$ cat config.mk
export PLATFORM = sky130hd
export DESIGN_NAME = adder_pipelined
export DESIGN_NICKNAME = d
export VERILOG_FILES = /design/src/rtl/adder_pkg.sv /design/src/rtl/adder_chunk.sv /design/src/rtl/adder_pipelined.sv
export SDC_FILE = /design/constraint.sdc
export NUM_CORES = 1
export LEC_CHECK = 0
export ABC_AREA = 1
export CORE_MARGIN = 4
export CORE_UTILIZATION = 40
export DETAILED_ROUTE_END_ITERATION = 6
export MAX_ROUTING_LAYER = met4
export PLACE_DENSITY = 0.67
export SYNTH_ARGS = -nofsm -noshare
export SYNTH_HDL_FRONTEND = slang
export SYNTH_SLANG_ARGS = --single-unit
$ cat constraint.sdc
create_clock -name clk -period 2.22 [get_ports clk]
set_clock_uncertainty 0.15 [all_clocks]
set_input_delay 0.444 -clock clk [delete_from_list [all_inputs] [get_ports clk]]
set_output_delay 0.444 -clock clk [all_outputs]
set_load 0.02 [all_outputs]
$ cat src/rtl/adder_pkg.sv
// Shared defaults and the elaboration-time legality rule for the pipelined adder.
package adder_pkg;

    localparam int DEFAULT_N      = 32;
    localparam int DEFAULT_STAGES = 4;

    // True when `stages` splits `n` into equal, non-empty chunks.
    function automatic bit split_ok(input int n, input int stages);
        return (stages >= 1) && (stages <= n) && ((n % stages) == 0);
    endfunction

endpackage

$ cat src/rtl/adder_chunk.sv
// Combinational W-bit ripple adder slice; one instance per pipeline stage.
module adder_chunk #(
    parameter int W = 8
) (
    input  logic [W-1:0] a,
    input  logic [W-1:0] b,
    input  logic         cin,
    output logic [W-1:0] s,
    output logic         cout
);

    assign {cout, s} = {1'b0, a} + {1'b0, b} + {{W{1'b0}}, cin};

endmodule

$ cat src/rtl/adder_pipelined.sv
// Pipelined N-bit add/subtract: STAGES ripple chunks, one per stage, valid/ready on both ends.
// Define ADDER_PIPELINED_OVERFLOW_EN to add the registered signed-overflow output ovf.
module adder_pipelined
    import adder_pkg::*;
#(
    parameter int N      = DEFAULT_N,
    parameter int STAGES = DEFAULT_STAGES
) (
    input  logic         clk,
    input  logic         rst_n,
    input  logic         in_valid,
    output logic         in_ready,
    input  logic [N-1:0] a,
    input  logic [N-1:0] b,
    input  logic         cin,
    input  logic         sub,
    output logic         out_valid,
    input  logic         out_ready,
    output logic [N-1:0] s,
    output logic         cout
`ifdef ADDER_PIPELINED_OVERFLOW_EN
    ,
    output logic         ovf
`endif
);

    localparam int W = N / STAGES;

    if (!split_ok(N, STAGES)) begin : g_bad_split
        $error("adder_pipelined: N=%0d is not a positive multiple of STAGES=%0d", N, STAGES);
    end

    logic [STAGES-1:0] v;
    logic [STAGES:0]   adv;

    // A stage advances if it is empty or its successor advances; the chain starts at out_ready.
    // NOTE: every bit of adv is assigned on every evaluation, so no latch is inferred.
    always_comb begin
        adv[STAGES] = out_ready;
        for (int k = STAGES - 1; k >= 0; k--) begin
            adv[k] = ~v[k] | adv[k+1];
        end
    end

    assign in_ready = adv[0];

    for (genvar k = 0; k < STAGES; k++) begin : g_stage
        localparam int IW = N - k * W;  // operand bits not yet consumed when entering stage k

        logic [IW-1:0]        op_a;
        logic [IW-1:0]        op_b;
        logic                 up_valid;
        logic                 up_carry;
        logic [W-1:0]         chunk_s;
        logic                 chunk_co;
        logic [(k+1)*W-1:0]   sum_acc;

        if (k == 0) begin : g_src
            assign op_a     = a;
            assign op_b     = sub ? ~b : b;
            assign up_carry = sub | cin;
            assign up_valid = in_valid;
            assign sum_acc  = chunk_s;
        end else begin : g_src
            assign op_a     = g_stage[k-1].g_reg.q.a_hi;
            assign op_b     = g_stage[k-1].g_reg.q.b_hi;
            assign up_carry = g_stage[k-1].g_reg.q.carry;
            assign up_valid = g_stage[k-1].g_reg.q.valid;
            assign sum_acc  = {chunk_s, g_stage[k-1].g_reg.q.sum_lo};
        end

        adder_chunk #(.W(W)) u_chunk (
            .a    (op_a[W-1:0]),
            .b    (op_b[W-1:0]),
            .cin  (up_carry),
            .s    (chunk_s),
            .cout (chunk_co)
        );

        if (k < STAGES - 1) begin : g_reg
            typedef struct packed {
                logic                 valid;
                logic                 carry;
                logic [(k+1)*W-1:0]   sum_lo;
                logic [IW-W-1:0]      a_hi;
                logic [IW-W-1:0]      b_hi;
            } stage_t;

            stage_t q;

            // NOTE: state registers use non-blocking assignments so each stage samples pre-edge values.
            always_ff @(posedge clk or negedge rst_n) begin
                if (!rst_n) begin
                    q <= '0;
                end else if (adv[k]) begin
                    q <= '{valid:  up_valid,
                           carry:  chunk_co,
                           sum_lo: sum_acc,
                           a_hi:   op_a[IW-1:W],
                           b_hi:   op_b[IW-1:W]};
                end
            end
        end else begin : g_reg
            typedef struct packed {
                logic                 valid;
                logic                 carry;
                logic [N-1:0]         sum_lo;
`ifdef ADDER_PIPELINED_OVERFLOW_EN
                logic                 ovf;
`endif
            } stage_t;

            stage_t q;

            always_ff @(posedge clk or negedge rst_n) begin
                if (!rst_n) begin
                    q <= '0;
                end else if (adv[k]) begin
                    q.valid  <= up_valid;
                    q.carry  <= chunk_co;
                    q.sum_lo <= sum_acc;
`ifdef ADDER_PIPELINED_OVERFLOW_EN
                    // a^b^s at the MSB recovers the carry into it; xor with carry out gives overflow.
                    q.ovf    <= op_a[W-1] ^ op_b[W-1] ^ chunk_s[W-1] ^ chunk_co;
`endif
                end
            end
        end

        assign v[k] = g_reg.q.valid;
    end

    assign out_valid = g_stage[STAGES-1].g_reg.q.valid;
    assign s         = g_stage[STAGES-1].g_reg.q.sum_lo;
    assign cout      = g_stage[STAGES-1].g_reg.q.carry;
`ifdef ADDER_PIPELINED_OVERFLOW_EN
    assign ovf       = g_stage[STAGES-1].g_reg.q.ovf;
`endif

endmodule
==> impl_metrics.tcl, run 1 <==
set metrics [dict create \
    cp.required_ns 2.39 \
    p_int_mw 7.45 \
    slew_headroom_pct 64.9 \
    max-clock-path-buffers 2 \
    power_switching_mw 3.69 \
    cp_data_arrival_time_ns 2.27 \
    crit_fanout 2 \
    io-pin-count 105 \
    worstReg2RegStart "g_stage[3].op_b[0]" \
    num-fill-cells 2002 \
    die-area_um2 23600 \
    maxCapViolCount 0 \
    min_from "g_stage[2].g_reg.q[29]" \
    worst_pin_slew_ns 0.527 \
    synth_cell_type_count 29 \
    die_w_um 154 \
    path_class "flip-flop to flip-flop" \
    netlist_top_cells_area "dfrtp_1, nand2_1, ha_1" \
    grt_usage_pct 15.7 \
    syn_to_final_growth_pct 24.5 \
    min_period_over_period_pct 94.4 \
    vias_per_cell 4.52 \
    postRouteAntennaNets 0 \
    drt_iter0_drc 299 \
    final_nets 1214 \
    power_density_nw_per_um2 1060 \
    rsz0062_at_grt "false" \
    placed_cell_area_um2 9950 \
    ys.flop_type "dfrtp_1" \
    grt_pass1_wl_um 30000 \
    final_cell_mix "nand2_1, dfrtp_1, clkdlybuf4s50_1, inv_1, xnor2_1" \
    htree_levels 4 \
    start_kind "flip-flop" \
    yosysTopAreaCellShare_pct 54.3 \
    ys_seq_area_share_pct 54.3 \
    clock-root-buffer "clkbuf_16" \
    ir_worst_vdd_mv 0.567 \
    syn_nets 1106 \
    pwr-share-clk_pct 26.8 \
    grt_pass1_vias 6105 \
    synth_seq_cells 184 \
    fmax_mhz 477 \
    startpoint "g_stage[3].op_b[0]" \
    period_minus_slack_ns 2.09 \
    grt_start_max_net_pins 54 \
    critPathCaptureType "flip-flop" \
    port_buffers 104 \
    diodes 0 \
    placedCellCount 1358 \
    cts_made_buffers 17 \
    clk_pin_slew_worst_paths_ns 0.07 \
    status "completed" \
    post_drt_wl_per_cell_um 12.4 \
    swShare_pct 33.1 \
    clock_latency_ns 0.43 \
    power_frac_seq_pct 43.4 \
    first_pass_iters 6 \
    antenna_found_initial 0 \
    hpwlAfterDp_um 12500 \
    maxSlewViolCount 0 \
    rows 52 \
    async_flop_share_pct 100 \
    hold_class "flip-flop to flip-flop" \
    cts_tree "built" \
    finalSetupViolations 0 \
    dieHeight_um 154 \
    fin_ws_ns 0.125 \
    place.gp.congestion 0.822 \
    synthCells 1000 \
    start_util_pct 41.2 \
    syn_area_um2 8480 \
    grt_overflow 0 \
    final_cells 1391 \
    synth_area_leader_cell "dfrtp_1" \
    synth_enable_flop_cells 0 \
    drive_gt1_share_pct 6.69 \
    stdcell_area_um2 10500 \
    drc_errors 0 \
    mostFrequentLayoutCell "nand2_1" \
    cts.sinks 184 \
    pre_cts_ws_ns -0.313 \
    yosysWarnings 0 \
    power_mw 11.1 \
    hold_viol 0 \
    dr_total_vias 6281 \
    synth_area_per_cell_um2 8.48 \
    pwr-share-comb_pct 29.8 \
    wl_um 17300 \
    leakage_nw 5.35 \
    finish.utilization_pct 51.3 \
    design.core.area_um2 20600 \
]
==> through the flow <==
step,TNS [ns],hold WS (ns)
2_1_floorplan,0,-0.00159
3_3_place_gp,-9.56,0.295
3_5_place_dp,-12.86,0.294
4_1_cts,0,0.316
5_1_grt,0,0.343
6_report,0,0.316
==> synthesized netlist by cell type, types with 2 or more instances <==
library cell,n
o21ai_1,25
ha_1,28
buf_4,7
or2_2,5
a21oi_1,18
xor2_1,8
inv_1,49
buf_2,12
nor2_1,14
nor2_4,2
o21ai_0,14
clkbuf_1,20
nand3b_1,4
nand2_1,528
dfrtp_1,184
nand3_1,29
fa_1,8
xnor2_1,34
==> final cells by class <==
type                    instances  area (um2)  share of cell area [%]
clock buffers                  18         439                    4.16
inverters                      52         198                    1.87
well taps                     270         338                    3.20
multi-input cells             725        3510                    33.2
repair buffers                128        1320                    12.5
flip-flops and latches        184        4600                    43.6
clock inverters                14         148                    1.40
==> cell families (layout without fill, tap and decap cells) <==
group                      count (synthesis)  after routing  share of synthesized area (%)
and+or+nand+nor                          586            586                           27.1
buffers and inverters                     91            212                           4.55
xor gates and xnor gates                  42             42                           4.34
DFF                                      184            184                           54.3
AOI/OAI and AO/OA                         61             61                           3.71
adders and majority gates                 36             36                           6.02
==> worst paths after layout <==
kind                                             to  slack (ns)  depth (start not counted)
min in group asynchronous        g_stage[1].op_a[2]        0.40                          2
worst min-delay path                          s[13]        0.32                          2
worst max-delay path                          s[30]        0.13                          8
worst min register to register                s[13]        0.32                          2
max in group asynchronous       g_stage[1].op_b[15]        0.92                          3
worst max register to register                s[30]        0.13                          8
==> critical path: stages, from the launching register on <==
cell      delay (ns)
dfrtp_1         0.42
fa_1            0.49
fa_1            0.41
nand2_1         0.10
nand2_1         0.08
nand3b_1        0.11
nand3b_1        0.08
nand3_1         0.10
nand2_1         0.05
==> timing repair <==
action	4_1_cts	5_1_grt
resized for setup	2	2
hold buffers	1	0
hold endpoints to repair	47	0
setup buffers	0	0
setup endpoints to repair	1	2
==> routing by layer <==
layer	routed length, um	vias up	global-route usage [%]
li1	-	3310	-
met1	9170	2859	23.4
met2	7370	101	22.1
met3	530	11	2.89
met4	195	0	4.33
met5	0	-	-
==> power groups by stage <==
stage | clock, mW | combinational (mW) | sequential (mW)
finish | 2.99 | 3.32 | 4.83
CTS | 3.05 | 3.37 | 4.83
global placement | 0 | 3.28 | 4.87
global route | 3.21 | 3.79 | 4.97
detailed placement | 0 | 3.35 | 4.89
floorplan | 0 | 1.84 | 5.06
==> registers in the layout, indices dropped and copies added, names as in the netlist <==
| signal | count |
|---|---|
| g_stage.g_reg.q | 48 |
| g_stage.op_a | 48 |
| g_stage.op_b | 48 |
| s | 32 |
| g_stage.up_carry | 3 |
| g_stage.up_valid | 3 |
| cout | 1 |
| out_valid | 1 |
No activity file was read; power rests on OpenSTA's default activity.
==> run 2: changes to the inputs <==
--- a/config.mk
+++ b/config.mk
@@ -11,6 +11,7 @@
 export DETAILED_ROUTE_END_ITERATION = 6
 export MAX_ROUTING_LAYER = met4
 export PLACE_DENSITY = 0.67
+export SKIP_CTS_REPAIR_TIMING = 1
 export SYNTH_ARGS = -nofsm -noshare
 export SYNTH_HDL_FRONTEND = slang
 export SYNTH_SLANG_ARGS = --single-unit
==> run 2 against run 1 <==
Effect of this change:
- combinational power is essentially flat
- via count grew 0.32%
- clock power is essentially flat
- sequential share of layout area is essentially flat
- cell area is essentially flat
- total power is essentially flat
- critical endpoint is now in_ready
- highest routed layer unchanged
==> impl_metrics.tcl, run 2 (same netlist as run 1, synthesis figures left out) <==
set metrics [dict create \
    critPathCaptureType "primary output" \
    drive_gt1_share_pct 6.60 \
    stdcell_area_um2 10600 \
    critical_path.slowest_cell "clkdlybuf4s50_1" \
    grt_start_max_net_pins 54 \
    die_w_um 154 \
    clock-root-buffer "clkbuf_16" \
    fmax_mhz 473 \
    worst_pin_slew_ns 0.526 \
    vias_per_cell 4.53 \
    holdPathEnd "s[13]" \
    cp.required_ns 1.63 \
    placedCellCount 1358 \
    mostFrequentLayoutCell "nand2_1" \
    hold_path_depth 2 \
    cp_data_arrival_time_ns 1.52 \
    hold_viol 0 \
    final_cell_mix "nand2_1, dfrtp_1, clkdlybuf4s50_1, inv_1, xnor2_1" \
    reg2reg_to "s[30]" \
    min_from "g_stage[2].g_reg.q[29]" \
    start_kind "input port" \
    path_class "input port to primary output" \
    crit_fanout 2 \
    place.gp.congestion 0.822 \
    r2r_cells 8 \
    status "completed" \
    grt_usage_pct 15.7 \
    rows 52 \
    final_cells 1391 \
    pwr-share-comb_pct 29.8 \
    post_drt_wl_per_cell_um 12.4 \
    diodes 0 \
    reg2reg_slack_ns 0.13 \
    clk_pin_slew_worst_paths_ns 0.07 \
    power_density_nw_per_um2 1060 \
    drt_iter0_drc 316 \
    hold_class "flip-flop to flip-flop" \
    dieHeight_um 154 \
    finish.utilization_pct 51.3 \
    num-fill-cells 2000 \
    maxCapViolCount 0 \
    slew_headroom_pct 64.9 \
    crit_path_max_incr_delay_ns 0.44 \
    cts_tree "built" \
    first_pass_iters 6 \
    p_int_mw 7.45 \
    cp_num_buf_inv 2 \
    antenna_found_initial 0 \
    period_minus_slack_ns 2.12 \
    ir_worst_vdd_mv 0.567 \
    power_mw 11.1 \
    maxSlewViolCount 0 \
    grt_pass1_wl_um 30000 \
    min_period_over_period_pct 95.3 \
    power_frac_seq_pct 43.4 \
    pwr-share-clk_pct 26.9 \
    hpwlAfterDp_um 12500 \
    crit_family "buffers and inverters" \
    leakage_nw 5.35 \
    power_switching_mw 3.69 \
    start_util_pct 41.2 \
    rsz0062_at_grt "false" \
    grt_overflow 0 \
    crit_top_cell "nor2_4" \
    design.core.area_um2 20600 \
    grt_pass1_vias 6099 \
    syn_to_final_growth_pct 24.6 \
    max-clock-path-buffers 2 \
    final_nets 1214 \
    worstReg2RegStart "g_stage[3].op_b[0]" \
    die-area_um2 23600 \
    io-pin-count 105 \
    finalSetupViolations 0 \
    dr_total_vias 6301 \
    cts_made_buffers 17 \
    worstPathCellList "clkdlybuf4s50_1 -> nor2_4 -> nand2_2 -> nor2_4 -> nand2_4 -> dlymetal6s2s_1" \
    port_buffers 104 \
    cts.sinks 184 \
    swShare_pct 33.1 \
    clock_latency_ns 0.43 \
    drc_errors 0 \
    wl_um 17200 \
    placed_cell_area_um2 9950 \
    htree_levels 4 \
    postRouteAntennaNets 0 \
]
## run 2: cell count changes in the layout (fill, tap and decap cells not counted), sizes merged
cell	delta
clkbuf	-1
dlymetal6s2s	+1
## run 2: worst max-delay path by stage
| stage | from | end | depth (start not counted) |
|---|---|---|---|
| global placement | b[0] | g_stage[0].g_reg.q[52] | 9 |
| detailed placement | b[0] | g_stage[0].g_reg.q[52] | 9 |
| finish | out_ready | in_ready | 6 |
| global route | g_stage[3].op_b[0] | s[30] | 9 |
| floorplan | sub | g_stage[0].g_reg.q[54] | 11 |
| CTS | out_ready | in_ready | 6 |
## run 2: worst register-to-register path, cell delays in order (launching register included)
cell      delay, ns
dfrtp_1        0.42
fa_1           0.49
fa_1           0.41
nand2_1        0.10
nand2_1        0.08
nand3b_1       0.11
nand3b_1       0.08
nand3_1        0.10
nand2_1        0.05
## run 2: power by group through the flow
stage	logic (mW)	clock network [mW]	registers, mW
floorplan	1.84	0	5.06
global placement	3.28	0	4.87
detailed placement	3.35	0	4.89
CTS	3.37	3.05	4.83
global route	3.79	3.21	4.97
finish	3.32	2.99	4.83
## run 2: cell type report
type                            count  area, um2  area share (%)
Timing Repair Buffer              128       1320            12.5
Clock inverter                     14        148            1.40
Tap cell                          270        338            3.20
Inverter                           52        198            1.87
Clock buffer                       18        439            4.16
Sequential cell                   184       4600            43.6
Multi-Input combinational cell    725       3510            33.2
## run 2: layer usage
layer | track usage [%] | up-vias | share of wire (%)
met3 | 2.89 | 14 | 2.9
met5 | - | - | 0
met4 | 4.33 | 0 | 1.3
met1 | 23.4 | 2884 | 53
met2 | 22.1 | 94 | 43
li1 | - | 3309 | -
## run 2: through the flow
stage	setup WS (ns)	TNS (ns)	hold WS (ns)
3_5_place_dp	-0.313	-12.86	0.294
3_3_place_gp	-0.258	-9.56	0.295
6_report	0.105	0	0.315
4_1_cts	-0.247	-0.247	-0.165
2_1_floorplan	0.00494	0	-0.00159
5_1_grt	0.0107	0	0.343
==> run 3: changes to the inputs <==
--- a/config.mk
+++ b/config.mk
@@ -7,10 +7,10 @@
 export LEC_CHECK = 0
 export ABC_AREA = 1
 export CORE_MARGIN = 4
-export CORE_UTILIZATION = 40
+export CORE_UTILIZATION = 56
 export DETAILED_ROUTE_END_ITERATION = 6
 export MAX_ROUTING_LAYER = met4
-export PLACE_DENSITY = 0.67
+export PLACE_DENSITY = 0.86
 export SKIP_CTS_REPAIR_TIMING = 1
 export SYNTH_ARGS = -nofsm -noshare
 export SYNTH_HDL_FRONTEND = slang
==> run 3 against run 2 <==
Effect of this change:
- global-route usage grew 7.3 points
- sequential share of layout area grew 0.32 points
- hold slack gained 0.0013 ns
- critical path type is now input port to flip-flop
- critical endpoint is now g_stage[0].g_reg.q[52]
- largest power group unchanged
- highest routed layer unchanged
==> impl_metrics.tcl, run 3 (same netlist as run 1, synthesis figures left out) <==
set metrics [dict create \
    pwr-share-clk_pct 28.5 \
    power_density_nw_per_um2 1100 \
    mostFrequentLayoutCell "nand2_1" \
    start_kind "input port" \
    diodes 0 \
    p_int_mw 7.75 \
    crit_family "adder cells" \
    cts_tree "built" \
    grt_usage_pct 23.0 \
    clock_latency_ns 0.43 \
    drt_iter0_drc 548 \
    cp.required_ns 2.44 \
    io-pin-count 105 \
    grt_overflow 0 \
    cts.sinks 184 \
    critPathCaptureType "flip-flop" \
    busiest_layer "met2" \
    start_util_pct 57.7 \
    htree_levels 4 \
    design.core.area_um2 14700 \
    finalSetupViolations 0 \
    grt_start_max_net_pins 66 \
    syn_to_final_growth_pct 23.6 \
    ir_worst_vdd_mv 0.731 \
    pwr-share-comb_pct 29.4 \
    vias_per_cell 5.14 \
    gr-usage-met1_pct 32.2 \
    drive_gt1_share_pct 6.79 \
    dr_total_vias 6700 \
    cp_num_buf_inv 2 \
    grt_use_met3_pct 4.19 \
    maxSlewViolCount 0 \
    fin_ws_ns 0.101 \
    min_period_over_period_pct 95.5 \
    grt_use_met2_pct 33.9 \
    path_class "input port to flip-flop" \
    drc_errors 0 \
    wl_um 17800 \
    cp_data_arrival_time_ns 2.34 \
    power_frac_seq_pct 42.2 \
    port_buffers 104 \
    clock-root-buffer "clkbuf_16" \
    worst_pin_slew_ns 0.524 \
    final_cell_mix "nand2_1, dfrtp_1, clkdlybuf4s50_1, inv_1, xnor2_1" \
    swShare_pct 32.7 \
    dieHeight_um 131 \
    place.gp.congestion 0.878 \
    power_switching_mw 3.76 \
    hold_viol 0 \
    max-clock-path-buffers 2 \
    hpwlAfterDp_um 12100 \
    pre_cts_ws_ns -0.335 \
    critical_path.slowest_cell "clkdlybuf4s50_1" \
    die_w_um 131 \
    period_minus_slack_ns 2.12 \
    rsz0062_at_grt "false" \
    hold_class "flip-flop to flip-flop" \
    antenna_found_initial 0 \
    crit_path_max_incr_delay_ns 0.49 \
    post_drt_wl_per_cell_um 13.7 \
    grt_pass1_wl_um 30200 \
    slew_headroom_pct 65.1 \
    worstPathCellList "clkdlybuf4s50_1 -> xor2_2 -> fa_2 -> inv_2 -> fa_2 -> o21ai_2 -> xor2_1 -> nand2_1 -> nand2_1" \
    final_cells 1304 \
    first_pass_iters 6 \
    status "completed" \
    cts_made_buffers 17 \
    die-area_um2 17200 \
    placedCellCount 1270 \
    finish.utilization_pct 71.3 \
    fmax_mhz 472 \
    rows 44 \
    grt_pass1_vias 6315 \
    leakage_nw 5.36 \
    maxCapViolCount 0 \
    clk_pin_slew_worst_paths_ns 0.07 \
    crit_fanout 3 \
    postRouteAntennaNets 0 \
    final_nets 1213 \
]
==> run 3: cell types whose count changed in the layout (fill, tap and decap cells not counted) <==
cell / change
clkbuf_8: +2
clkinv_4: +2
bufinv_16: +2
inv_6: -1
buf_4: +2
fa_2: +3
fa_1: -3
clkinv_2: -4
buf_12: -3
clkinvlp_4: -1
==> run 3: final timing paths <==
kind / cells after the start / startpoint / to / slack (ns)
setup / recovery: 9 / b[0] / g_stage[0].g_reg.q[52] / 0.10
hold / removal: 2 / g_stage[0].g_reg.q[53] / g_stage[1].g_reg.q[37] / 0.32
setup reg to reg: 9 / g_stage[1].op_b[0] / g_stage[1].g_reg.q[46] / 0.14
hold reg to reg: 2 / g_stage[0].g_reg.q[53] / g_stage[1].g_reg.q[37] / 0.32
max in group asynchronous: 3 / rst_n / g_stage[1].op_a[18] / 0.89
min in group asynchronous: 2 / rst_n / g_stage[0].g_reg.q[50] / 0.34
==> run 3: final cells by class <==
type	instances	area [um2]
Clock buffer	20	467
Inverter	52	198
Sequential cell	184	4600
Fill cell	1046	4220
Clock inverter	12	189
Tap cell	184	230
Multi-Input combinational cell	725	3510
Timing Repair Buffer	127	1280
==> run 3: per-layer routing <==
metal / vias up / routed length (um)
li1: 3315 / -
met1: 3124 / 8240
met2: 227 / 8210
met3: 34 / 997
met4: 0 / 380
met5: - / 0
==> run 3: through the flow <==
| stage | setup TNS [ns] | power, mW | hold WS [ns] | area, um2 |
|---|---|---|---|---|
| 4_1_cts | -0.242 | 11.5 | -0.227 | 10500 |
| 5_1_grt | 0 | 12.2 | 0.343 | 10500 |
| 6_report | 0 | 11.5 | 0.316 | 10500 |
| 3_5_place_dp | -15.11 | 8.21 | 0.230 | 9790 |
| 3_3_place_gp | -11.06 | 8.06 | 0.233 | 9790 |
| 2_1_floorplan | 0 | 6.90 | -0.00159 | 8510 |
==> run 3: power by group through the flow <==
stage / registers (mW) / clock network, mW / logic [mW]
floorplan: 5.06 / 0 / 1.84
global placement: 4.85 / 0 / 3.21
detailed placement: 4.89 / 0 / 3.32
CTS: 4.85 / 3.31 / 3.38
global route: 4.98 / 3.46 / 3.81
finish: 4.85 / 3.28 / 3.38
==> run 3: worst reg2reg max path: cells and delay by family, from the launching register on <==
family / cells / cell delay [ns]
adder cells (fa/ha/maj): 2 / 0.86
AND/OR/NAND/NOR: 7 / 0.60
flip-flops: 1 / 0.42
